==> config.mk <==
export PLATFORM = sky130hd
export DESIGN_NAME = cp0_excp_unit
export DESIGN_NICKNAME = d
export VERILOG_FILES = /design/src/rtl/cp0_excp_unit.sv
export SDC_FILE = /design/constraint.sdc
export NUM_CORES = 1
export LEC_CHECK = 0
export BUFFER_PORTS_ARGS = -buffer_cell sky130_fd_sc_hd__buf_2
export CAP_MARGIN = 20
export CORE_MARGIN = 2
export CORE_UTILIZATION = 55
export CTS_CLUSTER_SIZE = 40
export DETAILED_ROUTE_END_ITERATION = 6
export GPL_ROUTABILITY_DRIVEN = 0
export PLACE_DENSITY = 0.81
export SYNTH_ARGS = -nofsm -noshare
export SYNTH_HDL_FRONTEND = slang
export SYNTH_SLANG_ARGS = --single-unit
==> constraint.sdc <==
create_clock -name clk -period 3.6 [get_ports clk]
set_input_delay 0.9 -clock clk [delete_from_list [all_inputs] [get_ports clk]]
set_output_delay 0.9 -clock clk [all_outputs]
set_load 0.02 [all_outputs]
==> src/rtl/cp0_excp_unit.sv <==
// cp0_excp_unit: CP0 register file with precise exception/ERET control, timer and interrupts.
// Revision 1.0
`default_nettype none

module cp0_excp_unit #(
  parameter int          HW_INT_NUM = 6,
  parameter logic [31:0] EXC_ENTRY  = 32'hbfc00380,
  parameter int          COUNT_DIV  = 2
) (
  input  logic                  clk,
  input  logic                  reset,
  input  logic                  wb_valid,
  input  logic                  wb_ex,
  input  logic [4:0]            wb_excode,
  input  logic                  wb_bd,
  input  logic [31:0]           wb_pc,
  input  logic [31:0]           wb_badvaddr,
  input  logic                  wb_eret,
  input  logic                  mtc0_we,
  input  logic [7:0]            cp0_addr,
  input  logic [31:0]           cp0_wdata,
  input  logic [HW_INT_NUM-1:0] hw_int,
  output logic [31:0]           cp0_rdata,
  output logic                  flush,
  output logic [31:0]           flush_target,
  output logic                  int_pending,
  output logic [31:0]           epc,
  output logic                  status_exl
);

  localparam logic [7:0] ADDR_BADVADDR = 8'h40;
  localparam logic [7:0] ADDR_COUNT    = 8'h48;
  localparam logic [7:0] ADDR_COMPARE  = 8'h58;
  localparam logic [7:0] ADDR_STATUS   = 8'h60;
  localparam logic [7:0] ADDR_CAUSE    = 8'h68;
  localparam logic [7:0] ADDR_EPC      = 8'h70;
  localparam logic [3:0] DIV_LAST      = 4'(COUNT_DIV - 1);

  logic [31:0] badvaddr;
  logic [31:0] count;
  logic [31:0] compare;
  logic [7:0]  status_im;
  logic        status_ie;
  logic        exl;
  logic        cause_bd;
  logic        cause_ti;
  logic [1:0]  cause_ip_sw;
  logic [4:0]  cause_excode;
  logic [31:0] epc_reg;
  logic [3:0]  div_cnt;
  logic [5:0]  hw_reg;
  logic [5:0]  hw_pad;
  logic [7:0]  cause_ip;

  logic exc_ev, eret_ev, mtc0_ev, tick, count_wr, compare_wr;

  // Unused hardware lines are tied low so IP bits above HW_INT_NUM+1 read 0.
  if (HW_INT_NUM == 6) begin : g_hw_full
    assign hw_pad = hw_int;
  end else begin : g_hw_part
    assign hw_pad = {{(6 - HW_INT_NUM){1'b0}}, hw_int};
  end

  assign exc_ev     = wb_valid & wb_ex;
  assign eret_ev    = wb_valid & wb_eret & ~wb_ex;
  assign mtc0_ev    = wb_valid & mtc0_we & ~wb_ex;
  assign tick       = (div_cnt == DIV_LAST);
  assign count_wr   = mtc0_ev & (cp0_addr == ADDR_COUNT);
  assign compare_wr = mtc0_ev & (cp0_addr == ADDR_COMPARE);

  assign cause_ip     = {cause_ti | hw_reg[5], hw_reg[4:0], cause_ip_sw};
  assign int_pending  = status_ie & ~exl & (|(cause_ip & status_im));
  assign flush        = ~reset & (exc_ev | eret_ev);
  assign flush_target = exc_ev ? EXC_ENTRY : epc_reg;
  assign epc          = epc_reg;
  assign status_exl   = exl;

  always_ff @(posedge clk) begin
    if (reset) begin
      badvaddr     <= '0;
      count        <= '0;
      compare      <= '0;
      status_im    <= '0;
      status_ie    <= 1'b0;
      exl          <= 1'b0;
      cause_bd     <= 1'b0;
      cause_ti     <= 1'b0;
      cause_ip_sw  <= '0;
      cause_excode <= '0;
      epc_reg      <= '0;
      div_cnt      <= '0;
      hw_reg       <= '0;
    end else begin
      hw_reg <= hw_pad;

      if (count_wr) begin
        count   <= cp0_wdata;
        div_cnt <= '0;
      end else if (tick) begin
        count   <= count + 32'd1;
        div_cnt <= '0;
      end else begin
        div_cnt <= div_cnt + 4'd1;
      end

      // A Compare write clears TI even if the timer matches on the same edge.
      if (compare_wr) begin
        compare  <= cp0_wdata;
        cause_ti <= 1'b0;
      end else if (tick && !count_wr && (count + 32'd1 == compare)) begin
        cause_ti <= 1'b1;
      end

      if (mtc0_ev) begin
        case (cp0_addr)
          ADDR_BADVADDR: badvaddr <= cp0_wdata;
          ADDR_STATUS: begin
            status_im <= cp0_wdata[15:8];
            exl       <= cp0_wdata[1];
            status_ie <= cp0_wdata[0];
          end
          ADDR_CAUSE:    cause_ip_sw <= cp0_wdata[9:8];
          ADDR_EPC:      epc_reg     <= cp0_wdata;
          default: ;
        endcase
      end

      if (eret_ev) exl <= 1'b0;

      if (exc_ev) begin
        exl          <= 1'b1;
        cause_excode <= wb_excode;
        if (!exl) begin
          epc_reg  <= wb_bd ? wb_pc - 32'd4 : wb_pc;
          cause_bd <= wb_bd;
        end
        if (wb_excode == 5'd4 || wb_excode == 5'd5) badvaddr <= wb_badvaddr;
      end
    end
  end

  always_comb begin
    cp0_rdata = '0;
    case (cp0_addr)
      ADDR_BADVADDR: cp0_rdata = badvaddr;
      ADDR_COUNT:    cp0_rdata = count;
      ADDR_COMPARE:  cp0_rdata = compare;
      ADDR_STATUS:   cp0_rdata = {9'd0, 1'b1, 6'd0, status_im, 6'd0, exl, status_ie};
      ADDR_CAUSE:    cp0_rdata = {cause_bd, cause_ti, 14'd0, cause_ip, 1'b0, cause_excode, 2'b00};
      ADDR_EPC:      cp0_rdata = epc_reg;
      default:       cp0_rdata = '0;
    endcase
  end

endmodule

`default_nettype wire

## Yosys cells after proc, flatten, opt, wreduce, memory -nomap -nowiden

Cells that the tools add are included.

- Output and inout bits: 99
- Input bits: 122
- Logic and storage cells: 73
- Register bits: 157

- Bitwise operators: 16
- Equal/unequal tests: 10
- Multiplexer cells: 17
- Reductions and logical operators: 14
- Add/sub/neg operators: 3

Operators with widths:

| operator | count |
|---|---|
| 32-bit 2-to-1 mux | 12 |
| 32-bit one-hot mux with 6 select lines | 1 |
| 8-bit by 7-bit equality test with 1-bit output, second input constant | 6 |
| 32-bit by 1-bit adder with 32-bit output, second input constant | 1 |
| 32-bit equality test | 1 |
| 32-bit by 3-bit subtractor with 32-bit output, second input constant | 1 |
| 1-bit AND | 10 |
| 5-bit by 3-bit equality test with 1-bit output, second input constant | 2 |
| 8-bit AND | 1 |
| 2-bit AND reduction | 4 |
| 8-bit OR reduction | 1 |
| 3-bit nonzero test | 2 |
| 4-bit by 1-bit adder with 4-bit output, second input constant | 1 |
| 4-bit by 1-bit equality test with 1-bit output, second input constant | 1 |
| 1-bit 2-to-1 mux | 4 |
| 1-bit NOT | 3 |
| 3-bit OR reduction | 1 |
| 1-bit logical AND | 2 |
| 1-bit bitwise OR | 2 |
| 2-bit nonzero test | 1 |
| 2-bit OR reduction | 1 |
| 1-bit zero test | 1 |
| 1-bit logical OR | 1 |

## Longest topological paths before layout

- Depth after elaboration: 6
- Gate-level depth with buffers: 10
- Mapped depth without buffers: 10

## Worst setup path before layout

OpenSTA, ideal clock, no wires.

- Path type: input-to-output
- Start point: input port cp0_addr[6]
- End point: output port cp0_rdata[0]
- Data arrival time: 2.423 ns
- Required time: 2.700 ns
- Path slack: 0.277 ns
- Stages: 6
- Buffers on the path: 1
- Path through: nor2b_1 > or3b_2 > nor2_1 > clkbuf_1 > a22oi_1 > nand3_1

- Word-level cells in the longest chain between the ends: 2

Ends and longest elaborated chain:

| what | line | RTL |
|---|---|---|
| from (decl) | 20 | `input logic [7:0] cp0_addr,` |
| 8-bit by 7-bit equality test with 1-bit output | 144 | `case (cp0_addr)` |
| 32-bit one-hot mux with 6 select lines (*) | 144 |  |
| to (decl) | 23 | `output logic [31:0] cp0_rdata,` |

Mark *: on every way between the ends. The rest lies on a longest branch, timed or not.

## Worst setup path in the final report

- Start point: input port cp0_addr[1]
- End point: output port cp0_rdata[14]

Same word-level chain as after synthesis.

==> impl_results.md <==
- Outcome: finished, violations left
- Failing checks: DRC
- Port buffer count: 220
- Met3 Use GR: 0.105
- Number of global-route vias before repair: between 9000 and 10000
- Fin. Hold Viols: 0
- M1 GR Usage: 0.501
- Area taken by multi-input logic gates: 5870 um2
- Slew Viols, Final: 0
- FILL cells: between 1000 and 1500
- R2R cell count: 8
- Pin count of the biggest net entering global routing: 83
- Hold depth: 2
- Detailed Route WL: 32800 um
- Fmax: around 0.29 GHz
- Fin util: 0.677
- CP Depth: 9
- Area growth syn-to-layout: 19.6%
- Power Density: ~370 nW/um2
- CP peak stage delay: about 0.35 ns
- Startpoint types: input pin
- CTS Buf Count: 17
- Clk sinks: approximately 160
- Worst slew margin: 0.343
- Bufs and invs on worst path: 3
- Register area: about 3100 um2
- Root Driver: clkbuf_16
- Critical Path Most Common Cell: buf_2
- Vias per cell: approximately 6.4
- Residual DRC count: 16
- # hold bufs at CTS: 0
- Post-detail-place hpwl: around 24000 um
- Mapped Cells: 1221
- Crit path DAT: between 2 and 3 ns
- Slew @ Worst Pin: 0.985 ns
- Crit path cell chain: buf_2, nor3_1, nand3b_1, nor3_2, buf_12, a22o_1, a221oi_1, nand2_1, buf_2
- Post-route cell area: around 11000 um2
- Met2 Use GR: 0.516
- Crit path time final: 3.48 ns
- Setup TNS: 0 ns
- Die area: ~18000 um2
- Routed wire per std cell: about 20 um
- Mapped Area: 9430 um2
- Syn nets: ~1300
- Initial antenna violation count: 1
- Power Total: ~0.0042 W
- Seq cells post-synth: between 150 and 200
- Starting DRT DRC Count: around 1700
- Worst setup EP type: output pin
- Final period utilization: 0.967
- Kind of critical path: in -> out
- Chip width: around 130 um
- Mux cell area share after synthesis: 0.0309
- Initial Utilization: 0.566
- Max VDD drop: 298 uV
- Cell Rows: 47
- Worst Hold Class: reg -> reg
- Max cap viols: 0
- Leak pwr: 4.31 nW
- Final ANT Viol Nets: 0
- Post-CTS Resized: 0
- Post-synthesis simple-gate area fraction: 0.293
- Nets: between 1500 and 2000
- Crit path max-delay family: simple AND/OR/NAND/NOR gates
- RSZ-0062 raised after global routing: no
- Synth Area in XOR/XNOR: 0.0939
- Worst skew pair latency: 0.43 ns
- Synth Flop Type: dfxtp_1
- EDFF count, synth: 0
- Max stage delay cell, worst path: nor3_1
- Mapped Avg Cell Area: 7.72 um2
- Longest Clk Path Bufs: 2
- Postcts setup bufs: 0
- Adder-Cell Fraction of Synth Area: 0.00531
- CTS tree: yes
- Yosys warns: 0
- Synth Area in Compound Gates: 0.197
- Gr ovfl total: 0
- H-tree Lvls: 4
- Layout cells sized above 1: 0.219
- Async SR Flop Fraction: 0
- Final setup violation count: 0
- Largest family of logic cells by synthesized area: simple AND/OR/NAND/NOR gates
- Worst endpoint required time: about 2.7 ns
- Clk slew on worst S/H paths: roughly 0.07 ns
- Yosys cell types: 70
- Busiest grt layer: met2
- Sequential area share after synthesis: 0.333
- DP Area: between 10000 and 15000 um2
- Global-route wire length before repair: between 50000 and 60000 um
- CP max FO: a little under 50
- Clock skew: 0.00540 ns
- DR pass1 iterations: 7
- Placeable Area: 16600 um2
- Overall Global Routing Usage: 0.356
- Die Ht: 135 um
- Boundary Pins: roughly 220
- Vias post-DR: between 10000 and 15000
==> synthesized netlist by cell type (4+ instances only) <==
cell type,instances,share of area
xor2_1,39,0.036
nand2b_1,15,0.010
and3_1,5,0.0033
nand3_1,63,0.033
ha_1,4,0.0053
nand3b_1,7,0.0056
nor4_1,10,0.0066
a311oi_1,36,0.033
a21oi_1,56,0.030
or4_1,4,0.0032
buf_2,12,0.0064
nand4_1,21,0.014
inv_1,9,0.0036
or3_1,5,0.0033
and2_1,24,0.016
buf_1,4,0.0016
nor3_1,25,0.013
clkbuf_1,85,0.034
and4_1,6,0.0056
o21ai_0,8,0.0042
xnor2_1,62,0.058
a222oi_1,9,0.0096
mux2i_1,28,0.030
a22oi_1,58,0.046
a211oi_1,66,0.053
dfxtp_1,157,0.33
nor2_1,137,0.055
nand2_1,195,0.078
nor2b_1,13,0.0086
==> placed cells by master (no fill, tap or decap), types with 5 or more instances in the layout <==
cell       synthesis  layout
a211oi_1          66      66
a21oi_1           56      56
a222oi_1           9       9
a22oi_1           58      58
a311oi_1          36      36
and2_1            24      24
and3_1             5       5
and4_1             6       6
buf_12             0       5
buf_2             12     219
buf_4              1      19
clkbuf_16          0      17
dfxtp_1          157     157
inv_1              9       9
mux2i_1           28      28
nand2_1          195     193
nand2b_1          15      14
nand3_1           63      63
nand3b_1           7       7
nand4_1           21      21
nor2_1           137     134
nor2b_1           13      13
nor3_1            25      24
nor4_1            10      10
o21ai_0            8       8
or3_1              5       5
xnor2_1           62      62
xor2_1            39      39
==> worst paths after layout <==
check | end | start | slack [ns]
hold / removal | cause_excode[3]$_SDFFE_PP0P_ | cause_excode[3]$_SDFFE_PP0P_ | 0.46
setup / recovery | cp0_rdata[14] | cp0_addr[1] | 0.12
hold reg to reg | cause_excode[3]$_SDFFE_PP0P_ | cause_excode[3]$_SDFFE_PP0P_ | 0.46
setup reg to reg | cause_ti$_SDFFE_PP0P_ | count[9]$_SDFFE_PP0P_ | 0.84
==> metal layers <==
layer	part of all wire	vias up
li1	-	4701
met1	0.41	4751
met2	0.43	732
met3	0.13	109
met4	0.033	0
met5	0	-
==> power breakdown <==
group	switching [W]	internal, W
Clock	0.000753	0.00111
Sequential	0.0000626	0.00178
Combinational	0.000309	0.000172
Total	0.00112	0.00307
==> logic make-up after synthesis <==
logic type	count (synthesis)
buffers and inverters	111
multiplexers	29
flip-flops	157
adder cells (fa/ha/maj)	4
XOR/XNOR	101
AND/OR/NAND/NOR	561
AO/OA/AOI/OAI	258
==> worst register-to-register path, cell delays in order (launching register included) <==
cell      delay (ns)
dfxtp_1         0.64
nand3_1         0.24
nor3_4          0.45
nand3_1         0.30
xor2_1          0.20
o221ai_1        0.16
nor4_1          0.37
nand4_1         0.16
o21ai_1         0.16
==> cell type report <==
| class | count | area share |
|---|---|---|
| tap | 220 | 0.0244 |
| clock buffer | 19 | 0.0393 |
| antenna | 1 | 0.000222 |
| inverter | 9 | 0.00300 |
| clock inverter | 13 | 0.0147 |
| timing repair buffer | 243 | 0.119 |
| sequential | 157 | 0.279 |
| multi-input combinational | 953 | 0.521 |
==> stage by stage <==
stage,worst slack [ns],hold slack [ns],std cells
2_1_floorplan,0.277,0.434,1221
3_3_place_gp,0.219,0.443,1582
3_5_place_dp,0.178,0.452,1582
4_1_cts,0.169,0.462,1614
5_1_grt,0.000201,0.478,1614
6_report,0.119,0.464,1615
Note: power is estimated with default switching activity, not from simulation.
